$ cat src/rtl/blink_tick_gen.sv
// Base-tick prescaler plus per-channel programmable blink strobe generators.
// Define BLINK_SIM_FAST_EN to force a prescale of 1 for short simulations.
module blink_tick_gen #(
  parameter int CLK_HZ     = 100_000_000,
  parameter int TICK_HZ    = 1000,
  parameter int NUM_CH     = 4,
  parameter int RATE_W     = 10,
  parameter int PERIOD_RST = 500
) (
  input  logic              clk,
  input  logic              rst,
  input  logic              en,
  input  logic              sync,
  input  logic              cfg_we,
  input  logic [2:0]        cfg_ch,
  input  logic [RATE_W-1:0] cfg_period,
  output logic              cfg_ack,
  output logic              cfg_err,
  output logic              base_tick,
  output logic [NUM_CH-1:0] blink_en
);

`ifdef BLINK_SIM_FAST_EN
  localparam int PRESCALE = 1;
`else
  localparam int PRESCALE = CLK_HZ / TICK_HZ;
`endif
  localparam int              PRE_W    = (PRESCALE > 1) ? $clog2(PRESCALE) : 1;
  localparam logic [PRE_W-1:0] PRE_LAST = PRE_W'(PRESCALE - 1);
  localparam logic [3:0]       NUM_CH_L = 4'(NUM_CH);

  if ((CLK_HZ / TICK_HZ) < 1 || (CLK_HZ % TICK_HZ) != 0) begin : g_bad_rate
    $error("blink_tick_gen: CLK_HZ must be a nonzero multiple of TICK_HZ");
  end
  if (NUM_CH < 1 || NUM_CH > 8) begin : g_bad_ch
    $error("blink_tick_gen: NUM_CH must be 1..8");
  end

  logic [PRE_W-1:0] pre_cnt;
  logic             tick_s;

  assign tick_s = en & ~sync & (pre_cnt == PRE_LAST);

  always_ff @(posedge clk or posedge rst) begin
    if (rst) begin
      pre_cnt <= '0;
    end else if (sync) begin
      pre_cnt <= '0;
    end else if (en) begin
      pre_cnt <= (pre_cnt == PRE_LAST) ? '0 : pre_cnt + PRE_W'(1);
    end
  end

  always_ff @(posedge clk or posedge rst) begin
    if (rst) begin
      base_tick <= 1'b0;
      cfg_ack   <= 1'b0;
      cfg_err   <= 1'b0;
    end else begin
      base_tick <= tick_s;
      cfg_ack   <= cfg_we;
      cfg_err   <= cfg_we & ({1'b0, cfg_ch} >= NUM_CH_L);
    end
  end

  for (genvar c = 0; c < NUM_CH; c++) begin : g_ch
    logic [RATE_W-1:0] period;
    logic [RATE_W-1:0] cnt;
    logic              strobe;
    logic              wr_hit;

    assign wr_hit      = cfg_we && (cfg_ch == 3'(c));
    assign blink_en[c] = strobe;

    // A write landing together with sync still takes its new period, so an
    // acknowledged write is never lost; sync only overrides the counter.
    always_ff @(posedge clk or posedge rst) begin
      if (rst) begin
        period <= RATE_W'(PERIOD_RST);
        cnt    <= '0;
        strobe <= 1'b0;
      end else begin
        strobe <= 1'b0;
        if (wr_hit) period <= cfg_period;
        if (sync) begin
          cnt <= '0;
        end else if (wr_hit) begin
          cnt <= '0;
        end else if (tick_s && (period != '0)) begin
          if (cnt == period - RATE_W'(1)) begin
            cnt    <= '0;
            strobe <= 1'b1;
          end else begin
            cnt <= cnt + RATE_W'(1);
          end
        end
      end
    end
  end

endmodule

$ cat config.mk
export PLATFORM = sky130hd
export DESIGN_NAME = blink_tick_gen
export DESIGN_NICKNAME = d
export VERILOG_FILES = /design/src/rtl/blink_tick_gen.sv
export SDC_FILE = /design/constraint.sdc
export NUM_CORES = 1
export LEC_CHECK = 0
export BUFFER_PORTS_ARGS = -buffer_cell sky130_fd_sc_hd__buf_4
export CAP_MARGIN = 10
export CORE_MARGIN = 2
export CORE_UTILIZATION = 45
export CTS_BUF_LIST = sky130_fd_sc_hd__clkbuf_16
export CTS_CLUSTER_DIAMETER = 80
export DETAILED_ROUTE_END_ITERATION = 8
export HOLD_SLACK_MARGIN = 0.03
export PLACE_DENSITY_LB_ADDON = 0.2
export RECOVER_POWER = 25
export SYNTH_ARGS = -nofsm -noshare
export SYNTH_HDL_FRONTEND = slang
export SYNTH_SLANG_ARGS = --single-unit
$ cat constraint.sdc
create_clock -name clk -period 4.8 [get_ports clk]
set_input_delay 0 -clock clk [delete_from_list [all_inputs] [get_ports clk]]
set_output_delay 0 -clock clk [all_outputs]
set_load 0.02 [all_outputs]
=== Word level (Yosys, flattened, before mapping) ===
Index checks and enable logic that the tools add are counted.

* Flip-flop bits (word level): 104
* Input bits: 18
* Output and inout port bits: 7
* Logic and storage cells: 91

* Add/subtract/negate cells: 9
* $lt $le $gt $ge: 1
* Equality and inequality tests: 8
* Multiplexer cells: 35
* Bitwise gates (word level): 4
* Reductions and logical operators: 18

{| class="wikitable"
|+ Operators by type and width
! operator !! number
|-
| 2-to-1 mux 10 bit || 16
|-
| 2-to-1 mux 17 bit || 3
|-
| adder 10 x 1 -> 10 bit (second input constant) || 4
|-
| == test 10 bit || 4
|-
| nonzero test 10 bit || 4
|-
| subtractor 10 x 1 -> 10 bit (second input constant) || 4
|-
| adder 17 x 1 -> 17 bit (second input constant) || 1
|-
| == test 17 bit (second input constant) || 1
|-
| 2-to-1 mux 1 bit || 16
|-
| nonzero test 3 bit || 4
|-
| logical AND 1 bit || 8
|-
| == test 3 x 2 -> 1 bit (second input constant) || 2
|-
| AND 1 bit || 3
|-
| == test 3 x 1 -> 1 bit (second input constant) || 1
|-
| >= comparator 3 bit (second input constant) || 1
|-
| logical NOT 3 bit || 1
|-
| nonzero test 2 bit || 1
|-
| inverter 1 bit || 1
|}

=== Logic depth before layout (Yosys ltp) ===
* Word-level depth: 7
* Gate-level depth with buffers: 11
* Mapped depth without buffers: 9

=== Worst setup path after synthesis ===
Ideal clock, no wire load.

* Kind: flip-flop to flip-flop
* From: register g_ch[1].period[0]
* To: register g_ch[1].cnt[6]
* Library setup time: 126 ps
* Arrival time: 2371 ps
* Data required time: 4674 ps
* Slack: 2303 ps
* Cell stages (with the launch flop): 10
* Buffers on the path: 0
* Period minus slack after synthesis: 2497 ps
* Cell sequence: dfrtp_1 > inv_1 > ha_1 > nor4b_4 > nand3b_1 > nor3_2 > nor3_2 > o31ai_4 > nor2_4 > a221o_1

* Word-level cells in the longest chain between the ends: 6
* Elaborated cells on any way between the ends: 9
* Classes of those cells: add/sub: 1; eq/ne: 1; mux: 4; reduce/logical: 3

{| class="wikitable"
|+ Ends and longest elaborated chain
! item !! line !! source
|-
| start: declaration || 67 || <nowiki>logic [RATE_W-1:0] period;</nowiki>
|-
| start signal: assignment || 79 || <nowiki>period <= RATE_W'(PERIOD_RST);</nowiki>
|-
| start signal: assignment || 84 || <nowiki>if (wr_hit) period <= cfg_period;</nowiki>
|-
| subtractor 10 x 1 -> 10 bit || 90 || <nowiki>if (cnt == period - RATE_W'(1)) begin</nowiki>
|-
| == test 10 bit || 90 ||
|-
| 2-to-1 mux 10 bit || 90 ||
|-
| 2-to-1 mux 10 bit || 89 || <nowiki>end else if (tick_s && (period != '0)) begin</nowiki>
|-
| 2-to-1 mux 10 bit || 87 || <nowiki>end else if (wr_hit) begin</nowiki>
|-
| 2-to-1 mux 10 bit || 85 || <nowiki>if (sync) begin</nowiki>
|-
| end signal: assignment || 94 || <nowiki>cnt <= cnt + RATE_W'(1);</nowiki>
|-
| end: declaration || 68 || <nowiki>logic [RATE_W-1:0] cnt;</nowiki>
|}

Parallel ways exist; a longest one is shown, timed or not. The select of a mux whose other input is x is not followed.
A chain may end at the register's enable or synchronous reset.

==> impl_metrics.py <==
metrics = {
    "detailed_routing": {
        "vias": 5313,
        "post-route-drc-count": 0,
        "drt_iter0_drc": 478,
        "first_pass_iters": 5,
        "drtAntennaViolNets": 0,
        "routed_wl_um": 14600,
        "avgViaCountPerCell": 5.88,
        "wl_per_cell_um": 16.2,
    },
    "yosys": {
        "synth.area.top_cells": "dfrtp_1, dfstp_2, mux2_2",
        "syn_area_per_cell_um2": 9.30,
        "synthCells": 700,
        "yosysMostFrequentCell": "dfrtp_1",
        "synth_top_area_share": 0.307,
        "ys_seq_area_frac": 0.404,
        "synth_ff_type": "dfrtp_1",
        "synth_seq_cells": 104,
        "ys.warnings.count": 0,
        "syn_nets": 727,
        "syn_area_um2": 6510,
        "async_reset_ff_frac": 1.00,
        "synth_cell_types": 75,
        "netlist_top_cells_count": "dfrtp_1, nand2_1, nor2_1",
        "synth-edff-count": 0,
        "synth_top_cell_by_area": "dfrtp_1",
    },
    "pwr": {
        "power_density_nw_per_um2": 326,
        "seqPwrFrac": 0.477,
        "report.power.total_mw": 2.34,
        "ir_worst_vdd_v": 0.000192,
        "p_switching_mw": 0.733,
        "switching_share": 0.314,
        "comb_power_share": 0.212,
        "power_frac_clock": 0.311,
        "p_leak_nw": 2.96,
        "internal-power_mw": 1.60,
    },
    "floorplanning": {
        "die_area_um2": 15500,
        "die_x_um": 124,
        "die_y_um": 124,
        "core-area_um2": 14000,
        "ios": 25,
        "initial_core_util": 0.466,
        "rows": 43,
    },
    "critical_path": {
        "path_class": "primary input to asynchronous set/reset pin",
        "critPathLaunchType": "primary input",
        "worstPathRequired_ns": 4.87,
        "cp-end-kind": "asynchronous set/reset pin",
        "arrival_ns": 2.92,
        "crit_fanout": 81,
    },
    "global_route": {
        "antenna_found_initial": 0,
        "grt.overflow.total": 0,
        "track_usage": 0.193,
        "grt_max_degree": 82,
        "grt_pass1_vias": 5000,
        "grt_pass1_wl_um": 24600,
    },
    "clock_network": {
        "cts.sinks": 104,
        "cts_tree": "yes",
        "cts_buffers": 9,
        "clk_latency_ns": 0.36,
        "cts_buffer_depth": 2,
        "cts_resized": 0,
        "cts_hold_buffers": 15,
        "cts.root.buffer_cell": "clkbuf_16",
        "cts-htree-levels": 3,
        "path_clk_slew_ns": 0.06,
        "post-cts-setup-buffers": 0,
    },
    "run": {
        "maxCapViolCount": 1,
    },
    "run_status": {
        "violations": "max-capacitance violations, max-slew violations",
        "status": "complete, but fails checks",
    },
    "timing": {
        "worst_hold_slack_ns": 0.192,
        "finalHoldViolCount": 0,
        "fmax_mhz": 351,
        "fin_crit_ns": 2.85,
        "setup_tns_ns": 0,
        "rsz0062_at_grt": "false",
        "slew_headroom": -0.334,
        "drv_slew": 82,
        "worst_pin_slew_ns": 2.00,
        "finalCritPeriodShare": 0.594,
        "skew_ns": 0.00911,
        "finalSetupViolCount": 0,
    },
    "placement": {
        "place_area_um2": 6780,
        "gp_routability_congestion": 0.864,
        "dp_hpwl_um": 10300,
        "io_buffer_count": 24,
    },
    "layout": {
        "layout-drive-gt1-share": 0.167,
        "fill_cells": 1304,
        "area_growth_pct": 10.2,
        "n_antenna_cell": 0,
        "final_nets": 746,
        "postLayoutCellArea_um2": 7180,
    },
    "worst_hold_path": {
        "hold_class": "primary input to register",
    },
}
[state kept, by name, indices dropped and copies added (netlist names)]
signal       cells
g_ch.cnt        40
g_ch.period     40
pre_cnt         17
g_ch.strobe      4
base_tick        1
cfg_ack          1
cfg_err          1
[cell families (layout without fill, tap and decap cells)]
family	count (synthesis)	count (layout)	synth area share
AND/OR/NAND/NOR	291	291	0.244
multiplexers	33	33	0.0565
AO/OA/AOI/OAI	153	153	0.166
buffers and inverters	56	80	0.0386
XOR/XNOR	54	54	0.0726
adder cells (fa/ha/maj)	9	9	0.0173
flip-flops	104	104	0.404
[path summary, 6_finish.rpt]
path                                                    start                         end  slack, ns  cells past startpoint
worst max-delay path                                      rst    g_ch[3].strobe$_DFF_PP0_       1.95                      4
worst min-delay path                                cfg_ch[0]    g_ch[3].strobe$_DFF_PP0_       0.19                      3
worst max register to register  g_ch[1].period[0]$_DFFE_PP0P_  g_ch[1].cnt[6]$_DFFE_PP0P_       1.98                      9
worst min register to register         pre_cnt[1]$_DFFE_PP0P_      pre_cnt[1]$_DFFE_PP0P_       0.52                      2
max in group clk                g_ch[1].period[0]$_DFFE_PP0P_  g_ch[1].cnt[6]$_DFFE_PP0P_       1.98                      9
min in group asynchronous                                 rst    g_ch[0].strobe$_DFF_PP0_       0.40                      3
[cell usage in the layout, fill, tap and decap left out, drive strengths merged, types with 4 or more instances in the layout]
| cell | netlist | layout |
|---|---|---|
| a211oi | 4 | 4 |
| a21o | 4 | 4 |
| a21oi | 17 | 17 |
| a221o | 8 | 8 |
| a22o | 12 | 12 |
| a31oi | 12 | 12 |
| and3 | 23 | 23 |
| and4 | 5 | 5 |
| buf | 11 | 16 |
| clkbuf | 23 | 21 |
| dfrtp | 80 | 80 |
| dfstp | 24 | 24 |
| dlygate4sd3 | 0 | 15 |
| ha | 9 | 9 |
| inv | 22 | 22 |
| mux2 | 30 | 30 |
| nand2 | 73 | 73 |
| nand2b | 6 | 6 |
| nand3 | 33 | 33 |
| nand3b | 5 | 5 |
| nand4 | 5 | 5 |
| nor2 | 58 | 58 |
| nor2b | 10 | 10 |
| nor3 | 21 | 21 |
| nor4 | 15 | 15 |
| o211ai | 5 | 5 |
| o21ai | 44 | 44 |
| o22ai | 8 | 8 |
| o31a | 5 | 5 |
| o31ai | 14 | 14 |
| or2 | 9 | 9 |
| or3 | 8 | 8 |
| or4 | 5 | 5 |
| xnor2 | 32 | 32 |
| xor2 | 22 | 22 |
[layout make-up]
class / instances / area, µm² / share of cell area
clock inverter: 6 / 41.3 / 0.00575
sequential: 104 / 2630 / 0.367
multi-input combinational: 540 / 3630 / 0.505
inverter: 22 / 83.8 / 0.0117
clock buffer: 10 / 250 / 0.0349
timing repair buffer: 42 / 317 / 0.0441
tap: 180 / 225 / 0.0314
[per-stage QoR]
step | setup WS [ns] | std cells | utilization
3_5_place_dp | 2.01 | 873 | 0.485
4_1_cts | 1.99 | 904 | 0.516
6_report | 1.95 | 904 | 0.513
5_1_grt | 1.35 | 904 | 0.513
3_3_place_gp | 2.14 | 873 | 0.485
2_1_floorplan | 2.11 | 700 | -
[power groups by stage]
| stage | registers (mW) | clock network (mW) | logic, mW |
|---|---|---|---|
| 2_1_floorplan | 1.08 | 0 | 0.425 |
| 3_3_place_gp | 1.12 | 0 | 0.471 |
| 3_5_place_dp | 1.13 | 0 | 0.485 |
| 4_1_cts | 1.11 | 0.750 | 0.498 |
| 5_1_grt | 1.13 | 0.780 | 0.553 |
| 6_report | 1.12 | 0.727 | 0.496 |
[metal layers]
layer	share of wire	vias to the layer above	routed length [µm]	global-route usage
met1	0.47	2622	6900	0.261
met5	0	-	0	0
met4	0.012	0	182	0.0582
met3	0.035	14	509	0.0425
met2	0.48	95	7050	0.312
li1	-	2582	-	-
[critical path: stages]
cell and delay, ns:
dlygate4sd3_1 0.53, clkbuf_4 0.14, clkinvlp_2 0.63, clkbuf_2 1.52
Power figures use the tool's default switching activity.
